`src/rtl/count_run_arbiter.sv`:
```
// count_run_arbiter: shares one up-counter among NREQ requesters.
// Requesters are served round-robin. The granted requester gets a run of
// len_q counts on cout (1..len_q), then a one-cycle done pulse, then a
// mandatory idle cycle before the next arbitration.
//
// state  | meaning
// -------+-----------------------------------------------------------
// IDLE   | no run active; arbitrate among req starting at rr_ptr
// RUN    | counter stepping 1..len_q for the granted owner
// DONE   | one-cycle completion pulse on done[owner]
module count_run_arbiter #(
  parameter int NREQ = 4,
  parameter int CW   = 3,
  parameter int OW   = $clog2(NREQ)
) (
  input  logic                 clk,
  input  logic                 reset,
  input  logic [NREQ-1:0]      req,
  input  logic [NREQ*CW-1:0]   len,
  input  logic                 abort,
  output logic [NREQ-1:0]      gnt,
  output logic [OW-1:0]        owner,
  output logic                 busy,
  output logic                 cnt_valid,
  output logic [CW-1:0]        cout,
  output logic [NREQ-1:0]      done
);

  typedef enum logic [1:0] {
    S_IDLE = 2'd0,
    S_RUN  = 2'd1,
    S_DONE = 2'd2
  } state_t;

  state_t          state_q, state_d;
  logic [OW-1:0]   rr_ptr_q, rr_ptr_d;
  logic [CW-1:0]   len_q, len_d;
  logic [NREQ-1:0] gnt_q, gnt_d;
  logic [OW-1:0]   owner_q, owner_d;
  logic            busy_q, busy_d;
  logic            cnt_valid_q, cnt_valid_d;
  logic [CW-1:0]   cout_q, cout_d;
  logic [NREQ-1:0] done_q, done_d;

  logic            win_found;
  logic [OW-1:0]   win_idx;
  logic [CW-1:0]   win_len;
  logic [OW-1:0]   owner_inc;
  int              scan_idx;

  // Round-robin scan: first active request at or after rr_ptr, wrapping.
  always_comb begin
    win_found = 1'b0;
    win_idx   = '0;
    scan_idx  = 0;
    for (int off = 0; off < NREQ; off++) begin
      scan_idx = int'(rr_ptr_q) + off;
      if (scan_idx >= NREQ) begin
        scan_idx = scan_idx - NREQ;
      end
      if (!win_found && req[scan_idx]) begin
        win_found = 1'b1;
        win_idx   = OW'(scan_idx);
      end
    end
  end

  // Winner's length field; zero-length requests are treated as length 1.
  always_comb begin
    win_len = len[int'(win_idx)*CW +: CW];
    if (win_len == '0) begin
      win_len = CW'(1);
    end
  end

  // Pointer value that skips past the current owner (wraps NREQ-1 -> 0).
  always_comb begin
    if (owner_q == OW'(NREQ-1)) begin
      owner_inc = '0;
    end else begin
      owner_inc = owner_q + 1'b1;
    end
  end

  // Next-state and registered-output computation.
  always_comb begin
    state_d     = state_q;
    rr_ptr_d    = rr_ptr_q;
    len_d       = len_q;
    gnt_d       = '0;
    owner_d     = '0;
    busy_d      = 1'b0;
    cnt_valid_d = 1'b0;
    cout_d      = '0;
    done_d      = '0;

    unique case (state_q)
      S_IDLE: begin
        if (win_found) begin
          state_d          = S_RUN;
          len_d            = win_len;
          gnt_d[win_idx]   = 1'b1;
          owner_d          = win_idx;
          busy_d           = 1'b1;
          cnt_valid_d      = 1'b1;
          cout_d           = CW'(1);
        end
      end

      S_RUN: begin
        if (abort) begin
          // Aborted client forfeits its turn; no completion pulse.
          state_d  = S_IDLE;
          rr_ptr_d = owner_inc;
        end else if (cout_q == len_q) begin
          state_d          = S_DONE;
          rr_ptr_d         = owner_inc;
          owner_d          = owner_q;
          busy_d           = 1'b1;
          done_d[owner_q]  = 1'b1;
        end else begin
          gnt_d       = gnt_q;
          owner_d     = owner_q;
          busy_d      = 1'b1;
          cnt_valid_d = 1'b1;
          cout_d      = cout_q + 1'b1;
        end
      end

      S_DONE: begin
        state_d = S_IDLE;
      end

      default: begin
        state_d = S_IDLE;
      end
    endcase
  end

  // State and output registers with synchronous reset.
  always_ff @(posedge clk) begin
    if (reset) begin
      state_q     <= S_IDLE;
      rr_ptr_q    <= '0;
      len_q       <= '0;
      gnt_q       <= '0;
      owner_q     <= '0;
      busy_q      <= 1'b0;
      cnt_valid_q <= 1'b0;
      cout_q      <= '0;
      done_q      <= '0;
    end else begin
      state_q     <= state_d;
      rr_ptr_q    <= rr_ptr_d;
      len_q       <= len_d;
      gnt_q       <= gnt_d;
      owner_q     <= owner_d;
      busy_q      <= busy_d;
      cnt_valid_q <= cnt_valid_d;
      cout_q      <= cout_d;
      done_q      <= done_d;
    end
  end

  assign gnt       = gnt_q;
  assign owner     = owner_q;
  assign busy      = busy_q;
  assign cnt_valid = cnt_valid_q;
  assign cout      = cout_q;
  assign done      = done_q;

endmodule

```
`config.mk`:
```
export PLATFORM = sky130hd
export DESIGN_NAME = count_run_arbiter
export DESIGN_NICKNAME = d
export VERILOG_FILES = /design/src/rtl/count_run_arbiter.sv
export SDC_FILE = /design/constraint.sdc
export NUM_CORES = 1
export LEC_CHECK = 0
export ABC_AREA = 1
export BUFFER_PORTS_ARGS = -buffer_cell sky130_fd_sc_hd__buf_4
export CORE_ASPECT_RATIO = 0.6
export CORE_MARGIN = 2
export CORE_UTILIZATION = 54
export CTS_BUF_LIST = sky130_fd_sc_hd__clkbuf_8
export CTS_CLUSTER_SIZE = 25
export DETAILED_ROUTE_END_ITERATION = 16
export GPL_TIMING_DRIVEN = 0
export HOLD_SLACK_MARGIN = 0.1
export PLACE_DENSITY_LB_ADDON = 0.15
export SYNTH_ARGS = -nofsm -noshare
export SYNTH_HDL_FRONTEND = slang
export SYNTH_SLANG_ARGS = --single-unit
```
`constraint.sdc`:
```
create_clock -name clk -period 1.8 [get_ports clk]
set_input_delay 0.09 -clock clk [delete_from_list [all_inputs] [get_ports clk]]
set_output_delay 0.09 -clock clk [all_outputs]
set_load 0.02 [all_outputs]
```
* After elaboration in Yosys (flattened, before gate mapping) *
Index checks and enable logic that the tools add are counted.

word-level totals
  register bits = 22
  output and inout bits = 15
  word-level logic and storage cells = 108

cells by class
  $add $sub $neg = 9
  multipliers = 1
  $lt $le $gt $ge = 12
  equality and inequality tests = 6
  shift-type cells = 1
  multiplexer cells = 53
  bitwise operators = 2
  reduce and logical (&&, ||, !) cells = 15

operators with widths
  kind                                                          count
  less-than comparator 32 x 4 -> 1 bit (second input constant)  4
  two-way mux 32 bit                                            4
  two-way mux 2 bit                                             12
  two-way mux 1 bit                                             19
  two-way mux 4 bit                                             3
  indexed part select 12 x 5 -> 3 bit                           1
  subtractor 3 x 3 -> 4 bit (second input constant)             3
  >= comparator 3 bit (second input constant)                   3
  two-way mux 3 bit                                             3
  binary-select mux 1 bit (select 2 bit)                        4
  one-hot mux 2 bit (2 select lines)                            2
  one-hot mux 4 bit (2 select lines)                            1
  adder 2 x 2 -> 3 bit (second input constant)                  2
  less-than comparator 2 x 3 -> 1 bit (second input constant)   2
  one-hot mux 3 bit (2 select lines)                            1
  AND reduction 2 bit                                           3
  logical AND 1 bit                                             5
  demux 1 bit (select 2 bit)                                    2
  >= comparator 2 x 1 -> 1 bit (second input constant)          2
  multiplier 2 x 2 -> 4 bit (second input constant)             1
  != test 2 bit (second input constant)                         2
  one-hot mux 1 bit (2 select lines)                            2
  OR reduction 4 bit                                            1
  subtractor 2 x 3 -> 4 bit (second input constant)             1
  other kinds (13)                                              16

* Depth between registers and ports, before layout *
Gate-level depths: netlist of run 1.

  depth after elaboration = 21
  gate-level depth with buffers = 18
  depth with buffers taken out = 17

* Worst setup path after synthesis of run 1 *
Ideal clock, no wire load.

  kind = register -> register
  start point = register rr_ptr_q[0]
  end point = register len_q[2]
  setup time = 0.115 ns
  arrival time = 1.502 ns
  required time = 1.685 ns
  path slack = 0.183 ns
  cell stages (with the launch flop) = 17
  path buffers = 1
  cell sequence = dfxtp_1 -> buf_6 -> inv_8 -> nand2_1 -> nand2_2 -> nand2_2 -> nand2_4 -> nor2_8 -> nand3_4 -> nand3_4 -> inv_4 -> nand2_1 -> nand2_1 -> nand2_1 -> nand2_1 -> o21ai_0 -> inv_1

between the ends
  cells in the longest elaborated chain, start to end = 19

ends and longest elaborated chain
  what                                                                                line  RTL
  start: declaration                                                                  36    logic [OW-1:0] rr_ptr_q, rr_ptr_d;
  start signal: assignment                                                            154   rr_ptr_q <= rr_ptr_d;
  parallel branches: the longest is 19 deep, another holds subtractor 3 x 3 -> 4 bit  n/a
  end signal: assignment                                                              155   len_q <= len_d;
  end: declaration                                                                    37    logic [CW-1:0] len_q, len_d;

Parallel ways; which one is timed is not known. The select of a mux whose other input is x is not followed.
A chain may end at the register's enable or synchronous reset.

* Final worst setup path of run 1 *
Ends and elaborated chain as after synthesis.

==> metrics.txt, run 1 <==
# TYPE chip_impl_metric gauge
chip_impl_info{name="outcome",value="finished with violations"} 1
chip_impl_info{name="failed_checks",value="setup timing"} 1
chip_impl_metric{name="min_period_over_period",unit="%"} 104
chip_impl_info{name="layout_common_cells",value="nand2_1 (47), buf_4 (43), inv_1 (20), dfxtp_1 (20), nor2_1 (15)"} 1
chip_impl_info{name="clock_root_buffer",value="clkbuf_8"} 1
chip_impl_metric{name="worst_hold_slack",unit="ps"} 171
chip_impl_metric{name="worst_slack",unit="ps"} -70.2
chip_impl_metric{name="clock_tree.htree_level_count",unit=""} 1
chip_impl_metric{name="setup_viol",unit=""} 2
chip_impl_metric{name="numPortBuffers",unit=""} 33
chip_impl_metric{name="drtAntennaViolNets",unit=""} 0
chip_impl_metric{name="routed_via_density",unit=""} 5.35
chip_impl_metric{name="num_vias",unit=""} 1386
chip_impl_metric{name="worst_setup_hold_path_clk_slew",unit="ps"} 80
chip_impl_metric{name="cp_data_required_time",unit="ps"} 1970
chip_impl_metric{name="syn-num-nets",unit=""} 204
chip_impl_metric{name="register_bit_count_reported_by_yosys",unit=""} 22
chip_impl_metric{name="unique_masters_post_synth",unit=""} 28
chip_impl_metric{name="drcViolationCount",unit=""} 0
chip_impl_metric{name="worstMarginPinSlew",unit="ps"} 502
chip_impl_info{name="cts_tree",value="yes"} 1
chip_impl_metric{name="drt-total-wl",unit="um"} 3470
chip_impl_metric{name="powerDensity",unit="nW/um^2"} 2060
chip_impl_metric{name="global_route.usage.total",unit="%"} 23.6
chip_impl_metric{name="finalNetCount",unit=""} 254
chip_impl_metric{name="start_util",unit="%"} 58.5
chip_impl_metric{name="dr.first_iter.drc_count",unit=""} 61
chip_impl_metric{name="final_max_slew_viol_count",unit=""} 0
chip_impl_info{name="min_path_type",value="primary input to flop"} 1
chip_impl_metric{name="synthesis.area_per_instance",unit="um^2"} 7.24
chip_impl_metric{name="worst_ep_arrival",unit="ps"} 2040
chip_impl_metric{name="insertion_delay",unit="ps"} 270
chip_impl_metric{name="timing.final.crit_period",unit="ps"} 1870
chip_impl_metric{name="placed_cells",unit=""} 243
chip_impl_metric{name="top_level_ports",unit=""} 34
chip_impl_metric{name="gpl.final_weighted_congestion",unit=""} 0.854
chip_impl_metric{name="max-vdd-ir-drop",unit="mV"} 1.19
chip_impl_metric{name="antenna_cells",unit=""} 0
chip_impl_metric{name="area_delta_synth_final",unit="%"} 41.5
chip_impl_metric{name="floorplan_die_area",unit="um^2"} 2840
chip_impl_metric{name="grt_start_max_net_pins",unit=""} 14
chip_impl_metric{name="dpl.hpwl",unit="um"} 2290
chip_impl_metric{name="setup_total_neg_slack",unit="ps"} -118
chip_impl_metric{name="grt.overflow.total",unit=""} 0
chip_impl_metric{name="clock.fmax",unit="MHz"} 535
chip_impl_metric{name="worst-path-max-fanout",unit=""} 10
chip_impl_metric{name="global_route_wire_length_before_repair",unit="um"} 5160
chip_impl_metric{name="detailedRoute.firstPassIterationCount",unit=""} 4
chip_impl_metric{name="clock_tree.buffer_depth",unit=""} 2
chip_impl_metric{name="seq_area_frac_synth",unit="%"} 33.8
chip_impl_metric{name="cts.sink_count",unit=""} 22
chip_impl_info{name="worstSetupEndpointType",value="flop"} 1
chip_impl_metric{name="number_of_antenna_violations_at_the_first_check_in_global_routing",unit=""} 0
chip_impl_metric{name="worst_slew_margin_rel",unit="%"} 66.2
chip_impl_metric{name="fp-row-count",unit=""} 13
chip_impl_info{name="mostFrequentLayoutCell",value="nand2_1"} 1
chip_impl_metric{name="finalNonFillerCells",unit=""} 259
chip_impl_info{name="critical_path.startpoint_type",value="flop"} 1
chip_impl_metric{name="die_height",unit="um"} 42.1
chip_impl_metric{name="leakage",unit="nW"} 0.936
chip_impl_metric{name="timing.max_cap.violations",unit=""} 0
chip_impl_metric{name="routed_wire_length_per_instance",unit="um"} 13.4
chip_impl_metric{name="synth_cells",unit=""} 180
chip_impl_metric{name="numCtsBuffers",unit=""} 3
chip_impl_metric{name="vias_in_the_first_global_route",unit=""} 1188
chip_impl_metric{name="die_w",unit="um"} 67.4
chip_impl_info{name="setup.worst_path.class",value="flop to flop"} 1
chip_impl_metric{name="final-hold-violation-count",unit=""} 0
chip_impl_metric{name="fin_skew",unit="ps"} 1.91
chip_impl_metric{name="post_synth_instance_area",unit="um^2"} 1300
chip_impl_metric{name="drive_gt1_share",unit="%"} 39.7
chip_impl_metric{name="coreArea",unit="um^2"} 2230
chip_impl_metric{name="synth_warnings",unit=""} 0
chip_impl_info{name="rsz0062_at_grt",value="true"} 1
==> routing by layer <==
metal | GRT usage [%] | vias up | wire (um) | share of wire, %
met3 | 6.45 | 9 | 259 | 7.5
met4 | 6.53 | 0 | 63 | 1.8
met2 | 37.4 | 63 | 1610 | 46
li1 | - | 675 | - | -
met1 | 31.4 | 639 | 1540 | 44
met5 | 0 | - | 0 | 0
==> logic make-up after synthesis <==
group | synth area share (%)
AND/OR/NAND/NOR | 41.7
buffers and inverters | 9.41
flip-flops | 33.8
AO/OA/AOI/OAI | 7.58
adder cells (fa/ha/maj) | 4.80
XOR/XNOR | 2.69
==> worst paths after layout <==
kind	from	end	slack, ps	cells past startpoint
hold / removal	abort	gnt[1]	170	4
setup reg to reg	rr_ptr_q[0]	len_q[2]	-70	16
setup / recovery	rr_ptr_q[0]	len_q[2]	-70	16
hold reg to reg	gnt[3]	gnt[3]	470	2
==> sequential cells by signal, indices dropped and copies added, names as in the netlist <==
register / cells
done: 4
gnt: 4
cout: 3
len_q: 3
owner: 2
rr_ptr_q: 2
state_q: 2
busy: 1
cnt_valid: 1
==> report_power, final <==
group | leakage [nW] | switching, mW | internal, mW
registers | 0.182 | 0.117 | 0.644
clock network | 0.0357 | 0.167 | 0.297
logic | 0.719 | 1.58 | 0.999
total | 0.936 | 1.86 | 1.94
==> through the flow <==
step	instance area [um^2]	utilization, %	power (mW)	worst slack (ps)
global route	1840	82.8	4.09	-231
CTS	1720	77.0	3.39	1.10
global placement	1590	71.3	2.68	26.5
detailed placement	1590	71.3	2.75	-41.9
floorplan	1300	-	2.30	183
finish	1840	82.8	3.81	-70.2
==> critical path: stages, from the launching register on <==
cell	delay, ps
dfxtp_2	350
buf_6	140
inv_8	60
nand2_2	70
nand2_4	60
nand2_2	90
nand2_4	70
nor2_8	140
nand3_4	130
nand3_4	160
inv_4	50
nand2_1	50
nand2_1	50
nand2_1	70
nand2_2	60
o21ai_1	150
inv_1	60
==> what timing repair did <==
action                                  in CTS  in global routing
setup buffers                                4                  6
endpoints found under the hold margin        3                  0
gates cloned                                 1                  0
hold buffers                                 1                  0
resized for setup                            4                 23
endpoints found under the setup margin       3                 12
pin swaps                                    2                 15
==> final cells by class <==
| type | instances | area [um^2] |
|---|---|---|
| buffer | 1 | 11.3 |
| clock buffer | 3 | 41.3 |
| clock inverter | 1 | 30.0 |
| fill | 124 | 384 |
| inverter | 27 | 116 |
| multi-input combinational | 130 | 825 |
| sequential | 22 | 445 |
| tap | 30 | 37.5 |
| timing repair buffer | 45 | 338 |
==> synth_stat cells, drive strengths merged <==
cell    instances  area share, %
xor2            1           0.67
nand3          14            8.4
a21oi           3            1.2
nor2           16            5.9
o211ai          1           0.58
ha              5            4.8
nand3b          1           0.58
o32ai           3            2.0
xnor2           3            2.0
nor3            1           0.38
inv            27            8.5
buf             1           0.86
nand4           5            2.4
nand2          69             24
a211oi          1           0.58
o22ai           1           0.48
o21ai           5            2.2
a22oi           1           0.58
dfxtp          22             34
(Power assumes the default switching activity.)
==> run 2: changes to the inputs <==
Settings changed: SETUP_SLACK_MARGIN set to 0.05.
==> run 2 against run 1 <==
The flow still finishes with violations (setup timing); worst hold slack better by 15 ps; first-iteration DRC count grew to 2.9 times the previous value; sequential power shrank 0.8%; utilization grew 4.8 points; flip-flop and latch count did not move; non-clock buffer count up 7; fmax shrank 9.5%; critical endpoint unchanged; power is 14% higher; count of clock-buffer cells in the layout unchanged; critical path type unchanged.
==> metrics.txt, run 2 (synthesis gave the netlist of run 1 again) <==
# TYPE chip_impl_metric gauge
chip_impl_metric{name="cp_data_required_time",unit="ps"} 1960
chip_impl_info{name="setup.worst_path.class",value="flop to flop"} 1
chip_impl_info{name="critical_path.startpoint_type",value="flop"} 1
chip_impl_metric{name="max-vdd-ir-drop",unit="mV"} 1.45
chip_impl_metric{name="numCtsBuffers",unit=""} 3
chip_impl_info{name="cp_top_family",value="simple AND/OR/NAND/NOR gates"} 1
chip_impl_metric{name="clock_tree.htree_level_count",unit=""} 1
chip_impl_metric{name="final_max_slew_viol_count",unit=""} 0
chip_impl_metric{name="timing.final.crit_period",unit="ps"} 2070
chip_impl_metric{name="top_level_ports",unit=""} 34
chip_impl_info{name="mostFrequentLayoutCell",value="buf_4"} 1
chip_impl_metric{name="powerDensity",unit="nW/um^2"} 2230
chip_impl_metric{name="worst_setup_hold_path_clk_slew",unit="ps"} 80
chip_impl_metric{name="worst-path-max-fanout",unit=""} 10
chip_impl_metric{name="antenna_cells",unit=""} 0
chip_impl_metric{name="setup_viol",unit=""} 8
chip_impl_metric{name="drt-total-wl",unit="um"} 4830
chip_impl_metric{name="detailedRoute.firstPassIterationCount",unit=""} 7
chip_impl_metric{name="die_w",unit="um"} 67.4
chip_impl_metric{name="fp-row-count",unit=""} 13
chip_impl_metric{name="worst_ep_arrival",unit="ps"} 2230
chip_impl_metric{name="routed_via_density",unit=""} 5.98
chip_impl_info{name="rsz0062_at_grt",value="true"} 1
chip_impl_info{name="slowest_stage",value="dfxtp_2"} 1
chip_impl_metric{name="drive_gt1_share",unit="%"} 43.2
chip_impl_metric{name="drcViolationCount",unit=""} 0
chip_impl_metric{name="coreArea",unit="um^2"} 2230
chip_impl_metric{name="area_delta_synth_final",unit="%"} 49.7
chip_impl_metric{name="timing.max_cap.violations",unit=""} 0
chip_impl_metric{name="global_route.usage.total",unit="%"} 26.1
chip_impl_metric{name="clock.fmax",unit="MHz"} 484
chip_impl_metric{name="final-hold-violation-count",unit=""} 0
chip_impl_info{name="clock_root_buffer",value="clkbuf_8"} 1
chip_impl_metric{name="number_of_antenna_violations_at_the_first_check_in_global_routing",unit=""} 0
chip_impl_info{name="worstSetupEndpointType",value="flop"} 1
chip_impl_metric{name="timing.reg2reg.worst_path_depth",unit=""} 17
chip_impl_info{name="layout_common_cells",value="buf_4 (49), nand2_1 (45), inv_1 (20), dfxtp_1 (20), nor2_1 (15)"} 1
chip_impl_metric{name="drtAntennaViolNets",unit=""} 0
chip_impl_info{name="critical_path.endpoint",value="len_q[2]"} 1
chip_impl_metric{name="min_period_over_period",unit="%"} 115
chip_impl_metric{name="leakage",unit="nW"} 0.995
chip_impl_metric{name="start_util",unit="%"} 58.5
chip_impl_info{name="critical_path.reg2reg.endpoint",value="len_q[2]"} 1
chip_impl_info{name="path_cells",value="buf_6 -> inv_8 -> nand2_4 -> nand2_4 -> nand2_1 -> nand2_2 -> nand2_4 -> nand2_2 -> nand2_4 -> nand3_4 -> inv_4 -> nand2_1 -> nand2_1 -> nand2_1 -> nand2_2 -> o21ai_1 -> inv_1"} 1
chip_impl_metric{name="grt.overflow.total",unit=""} 0
chip_impl_metric{name="insertion_delay",unit="ps"} 270
chip_impl_metric{name="totalPowerFinal",unit="mW"} 4.35
chip_impl_metric{name="finalNetCount",unit=""} 261
chip_impl_metric{name="numPortBuffers",unit=""} 33
chip_impl_metric{name="cts.sink_count",unit=""} 22
chip_impl_metric{name="dr.first_iter.drc_count",unit=""} 179
chip_impl_metric{name="worst_slack",unit="ps"} -267
chip_impl_info{name="min_path_type",value="primary input to flop"} 1
chip_impl_metric{name="floorplan_die_area",unit="um^2"} 2840
chip_impl_metric{name="num_vias",unit=""} 1592
chip_impl_metric{name="cp.buffers_inverters",unit=""} 4
chip_impl_info{name="cts_tree",value="yes"} 1
chip_impl_metric{name="worstMarginPinSlew",unit="ps"} 494
chip_impl_metric{name="gpl.final_weighted_congestion",unit=""} 0.854
chip_impl_metric{name="die_height",unit="um"} 42.1
chip_impl_metric{name="fin_skew",unit="ps"} 0.634
chip_impl_info{name="rr_startpoint",value="rr_ptr_q[0]"} 1
chip_impl_metric{name="placed_cells",unit=""} 243
chip_impl_metric{name="fillCellCount",unit=""} 96
chip_impl_metric{name="vias_in_the_first_global_route",unit=""} 1273
chip_impl_info{name="outcome",value="finished with violations"} 1
chip_impl_info{name="source_of_the_critical_timing_path",value="rr_ptr_q[0]"} 1
chip_impl_metric{name="dpl.hpwl",unit="um"} 2290
chip_impl_metric{name="worst_slew_margin_rel",unit="%"} 66.7
chip_impl_info{name="failed_checks",value="setup timing"} 1
chip_impl_metric{name="clock_tree.buffer_depth",unit=""} 2
chip_impl_metric{name="cp_num_cells",unit=""} 17
chip_impl_metric{name="grt_start_max_net_pins",unit=""} 14
chip_impl_metric{name="global_route_wire_length_before_repair",unit="um"} 5600
chip_impl_metric{name="finalNonFillerCells",unit=""} 266
chip_impl_metric{name="routed_wire_length_per_instance",unit="um"} 18.2
chip_impl_metric{name="reg2reg_slack",unit="ps"} -270
chip_impl_metric{name="critPathMaxStageDelay",unit="ps"} 340
[run 2: cell count changes in the layout (fill, tap and decap cells not counted), moves of 2 or more]
cell / before / now
nand2_1: 47 / 45
inv_4: 1 / 4
buf_4: 43 / 49
nand2_2: 13 / 9
inv_2: 4 / 2
nand2_4: 8 / 14
[run 2: power breakdown]
part,total [mW],internal (mW),leakage [nW],switching [mW]
Clock,0.469,0.298,0.0357,0.171
Combinational,3.13,1.17,0.778,1.96
Sequential,0.756,0.644,0.182,0.112
Total,4.35,2.11,0.995,2.25
[run 2: area by class of cell]
class	instances	area, um^2	share of cell area (%)
clock buffer	3	41.3	2.12
multi-input combinational	130	873	44.7
inverter	27	119	6.09
tap	30	37.5	1.92
buffer	1	11.3	0.577
timing repair buffer	52	394	20.2
clock inverter	1	30.0	1.54
sequential	22	445	22.8
[run 2: what timing repair did]
| item | in CTS | in global routing |
|---|---|---|
| resized for setup | 12 | 28 |
| buffers inserted | 10 | 7 |
| hold endpoints to repair | 3 | 3 |
| endpoints found under the setup margin | 6 | 13 |
| pin swaps | 7 | 9 |
| gates cloned | 1 | 0 |
[run 2: worst min path at each step]
| stage | slack, ps | to | from | depth (start not counted) |
|---|---|---|---|---|
| after floorplan | 160 | gnt[1] | reset | 1 |
| after global placement | 300 | gnt[1] | reset | 2 |
| after detailed placement | 310 | len_q[0] | reset | 2 |
| after CTS | 30 | len_q[0] | reset | 2 |
| after global routing | 170 | gnt[1] | abort | 4 |
| final | 190 | gnt[1] | abort | 4 |
[run 2: metrics by stage]
stage	TNS, ps	worst slack (ps)	cell area [um^2]	hold slack [ps]	util [%]
3_3_place_gp	0	26.5	1590	298	71.3
2_1_floorplan	0	183	1300	159	-
6_report	-1320	-267	1950	186	87.6
4_1_cts	0	23.2	1780	26.6	79.8
3_5_place_dp	-72.6	-41.9	1590	307	71.3
5_1_grt	-1900	-329	1950	170	87.6
[run 2: tightest hold or removal path, cell delays in order]
cell and delay, ps:
buf_4 90, nor3_1 70, nand3_1 90, a21oi_1 70
[run 2: routing by layer]
layer / wire length (um) / GRT usage (%)
met1: 1800 / 32.1
met2: 2160 / 44.0
met3: 541 / 6.18
met4: 333 / 9.80
met5: 0 / 0
==> run 3: changes to the inputs <==
Settings changed: ABC_AREA 1 to unset, CORE_ASPECT_RATIO 0.6 to unset, CORE_UTILIZATION 54 to 51.
==> run 3 against run 2 <==
Utilization fell by 15 points; flip-flop and latch count did not move; synthesized cell count fell by 43%; count of clock-buffer cells in the layout did not move; critical endpoint is now len_q[0]; the flow now finishes without violations; final area fell by 29%; worst hold slack got worse by 44 ps; worst setup slack improved by 390 ps; sequential share of layout area rose by 9.3 points.
==> metrics.txt, run 3 <==
# TYPE chip_impl_metric gauge
chip_impl_metric{name="totalPowerFinal",unit="mW"} 1.43
chip_impl_metric{name="grt_start_max_net_pins",unit=""} 14
chip_impl_info{name="clock_root_buffer",value="clkbuf_8"} 1
chip_impl_metric{name="global_route_wire_length_before_repair",unit="um"} 3550
chip_impl_metric{name="worst_slew_margin_rel",unit="%"} 63.1
chip_impl_metric{name="synth_adder_area_share",unit="%"} 6.20
chip_impl_metric{name="final_max_slew_viol_count",unit=""} 0
chip_impl_info{name="post_synth_most_frequent_cells",value="dfxtp_1 (22), nor2_1 (12), mux2i_1 (9), nand2_1 (9), and3_1 (6)"} 1
chip_impl_info{name="worstSetupEndpointType",value="flop"} 1
chip_impl_metric{name="finalNetCount",unit=""} 165
chip_impl_metric{name="synth_simple_gate_area_share",unit="%"} 17.4
chip_impl_metric{name="synth_warnings",unit=""} 0
chip_impl_info{name="setup.worst_path.class",value="flop to flop"} 1
chip_impl_info{name="critical_path.startpoint_type",value="flop"} 1
chip_impl_info{name="mostFrequentLayoutCell",value="buf_4"} 1
chip_impl_metric{name="num_vias",unit=""} 873
chip_impl_metric{name="yosys.area.top_type_share",unit="%"} 43.7
chip_impl_info{name="rr_startpoint",value="rr_ptr_q[1]"} 1
chip_impl_metric{name="placed_cells",unit=""} 162
chip_impl_metric{name="insertion_delay",unit="ps"} 260
chip_impl_metric{name="seq_area_frac_synth",unit="%"} 43.7
chip_impl_metric{name="floorplan_die_area",unit="um^2"} 2350
chip_impl_metric{name="die_height",unit="um"} 48.5
chip_impl_metric{name="final_core_utilization",unit="%"} 72.2
chip_impl_info{name="post-synth-top-count-cell",value="dfxtp_1"} 1
chip_impl_metric{name="power.combinational.fraction",unit="%"} 27.3
chip_impl_metric{name="final-hold-violation-count",unit=""} 0
chip_impl_metric{name="reg2reg_slack",unit="ps"} 120
chip_impl_metric{name="cts.sink_count",unit=""} 22
chip_impl_metric{name="global_route.usage.total",unit="%"} 19.4
chip_impl_info{name="cts_tree",value="yes"} 1
chip_impl_metric{name="worst_setup_hold_path_clk_slew",unit="ps"} 80
chip_impl_info{name="critical_path.endpoint",value="len_q[0]"} 1
chip_impl_metric{name="clock.fmax",unit="MHz"} 595
chip_impl_metric{name="worstMarginPinSlew",unit="ps"} 549
chip_impl_metric{name="powerDensity",unit="nW/um^2"} 1030
chip_impl_info{name="rsz0062_at_grt",value="false"} 1
chip_impl_info{name="dominant_combinational_cell_family_by_area_after_synthesis",value="simple AND/OR/NAND/NOR gates"} 1
chip_impl_metric{name="routed_via_density",unit=""} 5.23
chip_impl_metric{name="fillCellCount",unit=""} 174
chip_impl_metric{name="leakage",unit="nW"} 0.631
chip_impl_metric{name="synthesis.area_per_instance",unit="um^2"} 9.89
chip_impl_info{name="synth_top_cells_by_area",value="dfxtp_1 (44%), mux2i_1 (8.9%), ha_1 (6.2%)"} 1
chip_impl_metric{name="switching_share_of_power",unit="%"} 28.7
chip_impl_metric{name="netsw",unit="mW"} 0.412
chip_impl_metric{name="die_w",unit="um"} 48.5
chip_impl_metric{name="finalNonFillerCells",unit=""} 167
chip_impl_metric{name="min_period_over_period",unit="%"} 93.4
chip_impl_metric{name="fin_skew",unit="ps"} 2.63
chip_impl_metric{name="vias_in_the_first_global_route",unit=""} 837
chip_impl_metric{name="numCtsBuffers",unit=""} 3
chip_impl_metric{name="gpl.final_weighted_congestion",unit=""} 0.792
chip_impl_metric{name="async_set_reset_flop_share_out_of_synthesis",unit="%"} 0
chip_impl_metric{name="drt-total-wl",unit="um"} 2090
chip_impl_metric{name="dr.first_iter.drc_count",unit=""} 16
chip_impl_metric{name="top_level_ports",unit=""} 34
chip_impl_metric{name="synthMuxAreaShare",unit="%"} 11.5
chip_impl_metric{name="fp-row-count",unit=""} 16
chip_impl_metric{name="synth-compound-area-share",unit="%"} 15.1
chip_impl_metric{name="unique_masters_post_synth",unit=""} 30
chip_impl_info{name="min_path_type",value="primary input to flop"} 1
chip_impl_metric{name="post_synth_instance_area",unit="um^2"} 1010
chip_impl_metric{name="synth_cells",unit=""} 102
chip_impl_metric{name="cellInternalPower",unit="mW"} 1.02
chip_impl_metric{name="coreArea",unit="um^2"} 1920
chip_impl_metric{name="register_bit_count_reported_by_yosys",unit=""} 22
chip_impl_metric{name="drtAntennaViolNets",unit=""} 0
chip_impl_info{name="outcome",value="completed"} 1
chip_impl_metric{name="drcViolationCount",unit=""} 0
chip_impl_metric{name="clock_tree.htree_level_count",unit=""} 1
chip_impl_metric{name="power.share.clock",unit="%"} 32.0
chip_impl_metric{name="timing.max_cap.violations",unit=""} 0
chip_impl_metric{name="max-vdd-ir-drop",unit="mV"} 0.611
chip_impl_metric{name="multi_input_area",unit="um^2"} 553
chip_impl_metric{name="timing.final.crit_period",unit="ps"} 1680
chip_impl_metric{name="worst-path-max-fanout",unit=""} 10
chip_impl_metric{name="area_delta_synth_final",unit="%"} 37.6
chip_impl_metric{name="antenna_cells",unit=""} 0
chip_impl_metric{name="cp_data_required_time",unit="ps"} 1950
chip_impl_metric{name="numPortBuffers",unit=""} 33
chip_impl_metric{name="power_frac_seq",unit="%"} 40.7
chip_impl_metric{name="detailedRoute.firstPassIterationCount",unit=""} 4
chip_impl_metric{name="dpl.hpwl",unit="um"} 1610
chip_impl_metric{name="drive_gt1_share",unit="%"} 35.7
chip_impl_metric{name="worst_ep_arrival",unit="ps"} 1830
chip_impl_metric{name="seq_area",unit="um^2"} 445
chip_impl_metric{name="clock_tree.buffer_depth",unit=""} 2
chip_impl_metric{name="synth-edff-count",unit=""} 0
chip_impl_metric{name="syn-num-nets",unit=""} 126
chip_impl_info{name="synthFlopType",value="dfxtp_1"} 1
chip_impl_metric{name="grt.overflow.total",unit=""} 0
chip_impl_metric{name="routed_wire_length_per_instance",unit="um"} 12.5
chip_impl_metric{name="start_util",unit="%"} 52.5
chip_impl_info{name="critical_path.reg2reg.endpoint",value="len_q[0]"} 1
chip_impl_info{name="layout_common_cells",value="buf_4 (33), dfxtp_1 (20), nor2_1 (12)"} 1
chip_impl_metric{name="timing.reg2reg.worst_path_depth",unit=""} 7
chip_impl_metric{name="yosys.area_share.xor_xnor",unit="%"} 3.47
chip_impl_metric{name="setup_viol",unit=""} 0
chip_impl_info{name="post-synth-top-area-cell",value="dfxtp_1"} 1
chip_impl_info{name="source_of_the_critical_timing_path",value="rr_ptr_q[1]"} 1
chip_impl_metric{name="number_of_antenna_violations_at_the_first_check_in_global_routing",unit=""} 0
run 3: worst max-delay path: stages (launching register included):
cell and delay [ps]:
dfxtp_4 390, a21oi_2 60, o21a_1 160, o22a_2 240
buf_6 150, mux2_4 290, a32oi_2 170, o221ai_2 110
run 3: per-stage QoR:
stage | setup WS, ps | hold WS (ps) | cell area (um^2) | setup TNS [ps]
after floorplan | 122 | 162 | 1010 | 0
after global placement | -121 | 313 | 1290 | -295
after detailed placement | -106 | 317 | 1290 | -276
after CTS | 88.9 | 147 | 1380 | 0
after global routing | 60.5 | 171 | 1390 | 0
final | 119 | 142 | 1390 | 0
run 3: power by group through the flow:
stage	Clock, mW	Sequential, mW	Combinational, mW
final	0.459	0.584	0.391
after global routing	0.487	0.594	0.432
after CTS	0.467	0.584	0.386
after detailed placement	0	0.594	0.381
after global placement	0	0.593	0.371
after floorplan	0	0.624	0.217
run 3: how the worst min path moves through the flow:
| stage | startpoint | end | cells after the start |
|---|---|---|---|
| 3_5_place_dp | reset | rr_ptr_q[0] | 2 |
| 4_1_cts | len[3] | len_q[0] | 3 |
| 2_1_floorplan | reset | rr_ptr_q[0] | 1 |
| 5_1_grt | len[0] | len_q[0] | 4 |
| 3_3_place_gp | reset | rr_ptr_q[1] | 2 |
| 6_report | len[3] | len_q[0] | 3 |
run 3: timing repair:
item                                   4_1_cts  5_1_grt
endpoints found under the hold margin        2        0
cloned                                       0        0
hold buffers                                 1        0
gates resized for setup                      2        3
setup buffers                                0        0
setup endpoints to repair                    5        2
pin swaps                                    0        0
run 3: cell families (layout without fill, tap and decap cells):
family                   Yosys count  count (layout)
AND/OR/NAND/NOR                   37              37
flip-flops                        22              22
AO/OA/AOI/OAI                     18              18
multiplexers                      11              11
adder cells (fa/ha/maj)            5               5
buffers and inverters              5              43
XOR/XNOR                           4               4
run 3: final cells by class:
cell class	instances	share of cell area [%]
inverter	4	1.08
tap	27	2.43
timing repair buffer	34	18.6
multi-input combinational	75	39.9
clock buffer	3	2.98
sequential	22	32.1
clock inverter	1	2.16
buffer	1	0.812
run 3: metal layers:
metal | vias up | wire length [um] | GRT usage, %
met5 | - | 0 | 0
met4 | 0 | 17 | 7.14
met3 | 2 | 106 | 3.40
met2 | 29 | 1130 | 35.0
met1 | 406 | 839 | 23.0
li1 | 436 | - | -
